### src/rtl/uart_rx_if.sv
// Serial line plus the one-entry byte-buffer handshake of the UART receiver.
interface uart_rx_if;
    logic       uart_rx;
    logic [7:0] recv_data;
    logic       recv_valid;
    logic       recv_ready;
    logic       frame_err;
    logic       overrun;
    logic       busy;

    modport slave (
        input  uart_rx, recv_ready,
        output recv_data, recv_valid, frame_err, overrun, busy
    );

    modport master (
        output uart_rx, recv_ready,
        input  recv_data, recv_valid, frame_err, overrun, busy
    );
endinterface

### src/rtl/uart_rx.sv
// 8N1 UART receiver with a one-entry valid/ready byte buffer, framing-error and overrun pulses.
// Define UART_RX_MAJORITY_EN for 2-of-3 majority sampling around every sample point.
module uart_rx #(
    parameter int CLKS_PER_BIT = 16
) (
    input  logic      clk,
    input  logic      rst,
    uart_rx_if.slave  rx_bus
);

    localparam int CNT_W = $clog2(CLKS_PER_BIT);
`ifdef UART_RX_MAJORITY_EN
    localparam int LATE = 1;
`else
    localparam int LATE = 0;
`endif
    localparam logic [CNT_W-1:0] START_PT = CNT_W'(CLKS_PER_BIT / 2 - 1 + LATE);
    localparam logic [CNT_W-1:0] BIT_PT   = CNT_W'(CLKS_PER_BIT - 1);

    typedef enum logic [2:0] {S_IDLE, S_START, S_DATA, S_STOP, S_BREAK} state_e;

    state_e           state_q, state_d;
    logic [CNT_W-1:0] cnt_q, cnt_d;
    logic [2:0]       idx_q, idx_d;
    logic [7:0]       shift_q, shift_d;
    logic [7:0]       data_q, data_d;
    logic             valid_q, valid_d;
    logic             ferr_q, ferr_d;
    logic             ovr_q, ovr_d;
    logic [1:0]       sync_q;
    logic             rxs;
    logic             sample;
    logic             deliver;
    logic             consume;

    assign rxs = sync_q[1];

    // NOTE: sequential state uses non-blocking assignments so every flop samples pre-edge values.
    always_ff @(posedge clk or posedge rst) begin
        if (rst) sync_q <= 2'b11;
        else     sync_q <= {sync_q[0], rx_bus.uart_rx};
    end

`ifdef UART_RX_MAJORITY_EN
    logic [1:0] hist_q;

    always_ff @(posedge clk or posedge rst) begin
        if (rst) hist_q <= 2'b11;
        else     hist_q <= {hist_q[0], rxs};
    end

    // Vote over the three cycles ending at the decision cycle (mid-1, mid, mid+1).
    assign sample = (hist_q[1] & hist_q[0]) | (hist_q[1] & rxs) | (hist_q[0] & rxs);
`else
    assign sample = rxs;
`endif

    // NOTE: every always_comb output gets a default first so no path can infer a latch.
    always_comb begin
        state_d = state_q;
        cnt_d   = cnt_q + CNT_W'(1);
        idx_d   = idx_q;
        shift_d = shift_q;
        deliver = 1'b0;
        ferr_d  = 1'b0;
        unique case (state_q)
            S_IDLE: begin
                cnt_d = '0;
                if (!rxs) state_d = S_START;
            end
            S_START: begin
                if (cnt_q == START_PT) begin
                    cnt_d = '0;
                    if (!sample) begin
                        state_d = S_DATA;
                        idx_d   = 3'd0;
                    end else begin
                        state_d = S_IDLE;
                    end
                end
            end
            S_DATA: begin
                if (cnt_q == BIT_PT) begin
                    cnt_d   = '0;
                    shift_d = {sample, shift_q[7:1]};
                    if (idx_q == 3'd7) state_d = S_STOP;
                    else               idx_d   = idx_q + 3'd1;
                end
            end
            S_STOP: begin
                if (cnt_q == BIT_PT) begin
                    cnt_d = '0;
                    if (sample) begin
                        deliver = 1'b1;
                        state_d = S_IDLE;
                    end else begin
                        ferr_d  = 1'b1;
                        state_d = S_BREAK;
                    end
                end
            end
            S_BREAK: begin
                cnt_d = '0;
                if (rxs) state_d = S_IDLE;
            end
            default: state_d = S_IDLE;
        endcase
    end

    // A delivery wins over a plain consume; a full, unconsumed buffer drops the new byte.
    assign consume = valid_q & rx_bus.recv_ready;

    always_comb begin
        data_d  = data_q;
        valid_d = valid_q;
        ovr_d   = 1'b0;
        if (deliver) begin
            if (!valid_q || consume) begin
                data_d  = shift_d;
                valid_d = 1'b1;
            end else begin
                ovr_d = 1'b1;
            end
        end else if (consume) begin
            valid_d = 1'b0;
        end
    end

    always_ff @(posedge clk or posedge rst) begin
        if (rst) begin
            state_q <= S_IDLE;
            cnt_q   <= '0;
            idx_q   <= 3'd0;
            shift_q <= 8'h00;
            data_q  <= 8'h00;
            valid_q <= 1'b0;
            ferr_q  <= 1'b0;
            ovr_q   <= 1'b0;
        end else begin
            state_q <= state_d;
            cnt_q   <= cnt_d;
            idx_q   <= idx_d;
            shift_q <= shift_d;
            data_q  <= data_d;
            valid_q <= valid_d;
            ferr_q  <= ferr_d;
            ovr_q   <= ovr_d;
        end
    end

    assign rx_bus.recv_data  = data_q;
    assign rx_bus.recv_valid = valid_q;
    assign rx_bus.frame_err  = ferr_q;
    assign rx_bus.overrun    = ovr_q;
    assign rx_bus.busy       = (state_q != S_IDLE);

endmodule
### src/flat_wrapper.sv
// flat-port wrapper written by rule: the top's interface ports become plain ports
module uart_rx_flat 
#(
    parameter int CLKS_PER_BIT = 16
)
  (clk, rst, rx_bus_uart_rx, rx_bus_recv_ready, rx_bus_recv_data, rx_bus_recv_valid, rx_bus_frame_err, rx_bus_overrun, rx_bus_busy);
  uart_rx_if rx_bus_i ();
  input  logic clk;
  input  logic rst;
  input wire logic [$bits(rx_bus_i.uart_rx)-1:0] rx_bus_uart_rx;
  input wire logic [$bits(rx_bus_i.recv_ready)-1:0] rx_bus_recv_ready;
  output wire logic [$bits(rx_bus_i.recv_data)-1:0] rx_bus_recv_data;
  output wire logic [$bits(rx_bus_i.recv_valid)-1:0] rx_bus_recv_valid;
  output wire logic [$bits(rx_bus_i.frame_err)-1:0] rx_bus_frame_err;
  output wire logic [$bits(rx_bus_i.overrun)-1:0] rx_bus_overrun;
  output wire logic [$bits(rx_bus_i.busy)-1:0] rx_bus_busy;
  assign rx_bus_i.uart_rx = rx_bus_uart_rx;
  assign rx_bus_i.recv_ready = rx_bus_recv_ready;
  assign rx_bus_recv_data = rx_bus_i.recv_data;
  assign rx_bus_recv_valid = rx_bus_i.recv_valid;
  assign rx_bus_frame_err = rx_bus_i.frame_err;
  assign rx_bus_overrun = rx_bus_i.overrun;
  assign rx_bus_busy = rx_bus_i.busy;
  uart_rx #(.CLKS_PER_BIT(CLKS_PER_BIT)) u_core (.clk(clk), .rst(rst), .rx_bus(rx_bus_i));
endmodule
### config.mk
export PLATFORM = sky130hd
export DESIGN_NAME = uart_rx_flat
export DESIGN_NICKNAME = d
export VERILOG_FILES = /design/src/rtl/uart_rx_if.sv /design/src/rtl/uart_rx.sv /design/src/flat_wrapper.sv
export SDC_FILE = /design/constraint.sdc
export NUM_CORES = 1
export LEC_CHECK = 0
export CAP_MARGIN = 0
export CORE_UTILIZATION = 58
export DETAILED_ROUTE_END_ITERATION = 10
export HOLD_SLACK_MARGIN = 0.06
export PLACE_DENSITY = 0.82
export SLEW_MARGIN = 20
export SYNTH_ARGS = -nofsm -noshare
export SYNTH_HDL_FRONTEND = slang
export SYNTH_SLANG_ARGS = --single-unit
### constraint.sdc
create_clock -name clk -period 3.4 [get_ports clk]
set_input_delay 0.68 -clock clk [delete_from_list [all_inputs] [get_ports clk]]
set_output_delay 0.68 -clock clk [all_outputs]
set_load 0.03 [all_outputs]
==> out/summary.log <==
qor: run_status.run_status finished, final reports clean
qor: detailed_routing.route.detailed.wl_per_inst 15.3 um
qor: floorplanning.core_area 2250 um2
qor: logic_synthesis.postSynthNetCount 135
qor: timing.finalCriticalPeriod 2440 ps
qor: detailed_routing.initialDrtViolationCount 23
qor: cells_and_area.finish.utilization 69.9%
qor: job.max_cap_violations 0
qor: detailed_routing.drt_first_pass_iters 4
qor: logic_synthesis.synth_top_area_share 51.6%
qor: logic_synthesis.synth_edf_count 0
qor: logic_synthesis.syn-cell-area 1410 um2
qor: cells_and_area.leading_cell_type_in_the_layout_fill_and_taps_excluded dfrtp_1
qor: floorplanning.initial_core_util 62.4%
qor: worst_setup_path.timing.critical_path.fanout_max 12
qor: cells_and_area.final_net_count 148
qor: timing.period_share 71.9%
qor: clock_network.numCtsBuffers 5
qor: timing.max_freq 409 MHz
qor: global_route.grt_pass1_wl 4390 um
qor: logic_synthesis.synthArstFlopShare 100%
qor: worst_setup_path.worst_setup_path_start_kind flip-flop
qor: worst_setup_path.crit_buf_inv 1
qor: logic_synthesis.post-synth-top-area-cell dfrtp_1
qor: worst_setup_path.timing.critical_path.to_type output pin
qor: clock_network.insertion_delay 340 ps
qor: detailed_routing.detail-route-antenna-nets 0
qor: clock_network.cts_root_buffer clkbuf_4
qor: min_path.min_path_cells 0
qor: timing.grt_setup_unrepaired false
qor: worst_setup_path.worst_path_largest_cell_delay 660 ps
qor: timing.slew_headroom 56.9%
qor: floorplanning.die_height 51.3 um
qor: clock_network.clock_sink_count 31
qor: clock_network.post_cts.repair.setup_buffers 0
qor: timing.final_critical_path_setup_slack 957 ps
qor: cells_and_area.antenna_cells 0
qor: min_path.holdCritStartpoint u_core.sync_q[0]
qor: cells_and_area.post_route_non_filler_standard_cell_count 170
qor: clock_network.cts_hold_buf 0
qor: timing.final_hold_viol_count 0
qor: logic_synthesis.ys_dominant_reg_cell dfrtp_1
qor: clock_network.post_cts_resize_count 0
qor: logic_synthesis.synthCells 128
qor: worst_setup_path.worst_setup_path_class reg2out
qor: clock_network.cts-htree-levels 2
qor: cells_and_area.final_layout_size_suffix_gt1_share 7.75%
qor: clock_network.worst_case_clock_buffer_depth 2
qor: placed_design.dp_worst_setup_slack 1210 ps
qor: logic_synthesis.yosysSeqAreaShare 55.3%
qor: logic_synthesis.synth.ff_latch_count 31
qor: worst_setup_path.cp-startpoint u_core.state_q[1]
qor: logic_synthesis.synth.distinct_cells 35
qor: timing.slew_viol_final 0
qor: detailed_routing.routed-via-count 1,050
qor: power_and_ir_drop.max-vdd-ir-drop 0.569 mV
qor: power_and_ir_drop.power.leakage 0.713 nW
qor: timing.tightest_slew 646 ps
qor: timing.setup_total_negative_slack 0 ps
qor: clock_network.cts_tree done
qor: floorplanning.i_o_pin_cnt 16
qor: placed_design.number_of_placed_instances_taps_included 162
qor: floorplanning.fp-row-count 17
qor: floorplanning.die_area 2630 um2
qor: clock_network.path_clk_slew 90 ps
qor: timing.setup_violations 0
qor: cells_and_area.area_growth 12.0%
qor: worst_setup_path.critical-path-top-delay-family buffers and inverters
qor: global_route.initial_antenna_violation_count 0
qor: worst_setup_path.worstPathRequired 2720 ps
qor: global_route.grt_usage 24.2%
qor: global_route.grt_start_max_net_pins 32
qor: logic_synthesis.syn-mean-instance-area 11.0 um2
qor: cells_and_area.fill_cells 189
qor: logic_synthesis.yosys-top-cells-area dfrtp_1 (52%), a41oi_1 (5.0%), dfstp_2 (3.7%)
qor: logic_synthesis.synth.yosys.warnings 0
qor: worst_setup_path.critical_path_depth 3
qor: global_route.grt_pass1_vias 973
qor: worst_setup_path.reg2regPathDepth 4
qor: power_and_ir_drop.power_density 753 nW/um2
qor: floorplanning.die_width 51.3 um
qor: min_path.worst_hold_path_type reg2reg
qor: placed_design.gp_congestion 0.824
qor: worst_setup_path.reg2reg_from u_core.cnt_q[0]
qor: worst_setup_path.worstPathArrival 1760 ps
qor: detailed_routing.route.detailed.drc 0
qor: placed_design.detailed_place_hpwl 1770 um
qor: placed_design.port-buffer-count 15
qor: global_route.grt.overflow.total 0
qor: detailed_routing.avgViaCountPerCell 6.18
qor: worst_setup_path.cp_cell_sequence nor2_1 > nand2_1 > clkdlybuf4s50_1
qor: timing.clock-skew-final 15.5 ps
qor: cells_and_area.layout_common_cells dfrtp_1 (29), clkdlybuf4s50_1 (15), nand2_1 (12)
qor: worst_setup_path.timing.critical_path.slowest_stage_cell clkdlybuf4s50_1
qor: detailed_routing.detail_route.wirelength 2590 um
## worst register-to-register path, cell delays in order, from the launching register on
cell	delay (ps)
dfrtp_1	380
ha_1	290
and4b_1	660
and4_1	500
a31oi_1	150
## synth_stat cells (2+ instances only)
master / count
a211oi_1: 3
a21oi_1: 3
a22o_1: 2
a31oi_1: 8
a41oi_1: 8
and2_1: 2
and4_1: 2
buf_2: 5
buf_6: 2
dfrtp_1: 29
dfstp_2: 2
ha_1: 3
inv_1: 3
nand2_1: 12
nand2b_1: 2
nand3_1: 10
nor2_1: 5
nor3_1: 2
o21ai_0: 8
xnor2_1: 2
## registers in the layout (all words and copies together) (netlist names)
signal and cells:
u_core.rx_bus.overrun 1, u_core.shift_q 8, u_core.idx_q 3, u_core.rx_bus.frame_err 1, u_core.cnt_q 4, u_core.state_q 3, u_core.sync_q 2, u_core.rx_bus.recv_data 8
u_core.rx_bus.recv_valid 1
## metrics by stage
stage	hold WS [ps]	cell area, um2	power [mW]
after floorplan	345	1410	0.878
after global placement	346	1530	0.972
after detailed placement	347	1530	0.993
after CTS	361	1580	1.20
after global routing	369	1580	1.26
final	359	1580	1.19
## cell families after synthesis
family                     share of synthesized area (%)
and+or+nand+nor                                     17.4
AOI/OAI and AO/OA                                   15.9
DFF                                                 55.3
buffers and inverters                               6.04
xor gates and xnor gates                            1.87
adders and majority gates                           2.67
muxes                                              0.800
## area by class of cell
cell class / count / area, um2 / area share (%)
clock buffers: 7 / 45.0 / 2.86
clock inverters: 1 / 5.00 / 0.317
inverters: 3 / 11.3 / 0.714
multi-input cells: 84 / 544 / 34.5
flip-flops and latches: 31 / 778 / 49.4
well taps: 28 / 35.0 / 2.22
repair buffers: 16 / 158 / 10.0
## where the power goes
part           leakage (nW)  switching [mW]  total [mW]  internal (mW)
Sequential            0.406          0.0949       0.551          0.456
Combinational         0.277           0.245       0.432          0.187
Clock                0.0293           0.124       0.204         0.0804
Total                 0.713           0.463        1.19          0.723
## routing by layer
metal	wire length (um)	share of wire, %	global-route usage [%]
met1	1070	41	29.3
met5	0	0	0
met2	1290	50	37.5
met4	53	2.0	12.2
met3	176	6.8	9.52
## path summary, 6_finish.rpt
| kind | to | slack (ps) |
|---|---|---|
| max | rx_bus_busy | 960 |
| min | u_core.sync_q[1] | 360 |
| max reg2reg | u_core.rx_bus.recv_data[4] | 1300 |
| min reg2reg | u_core.sync_q[1] | 360 |
| max in group asynchronous | u_core.sync_q[1] | 2390 |
| min in group asynchronous | u_core.shift_q[2] | 700 |
Note: power is estimated with default switching activity, not from simulation.
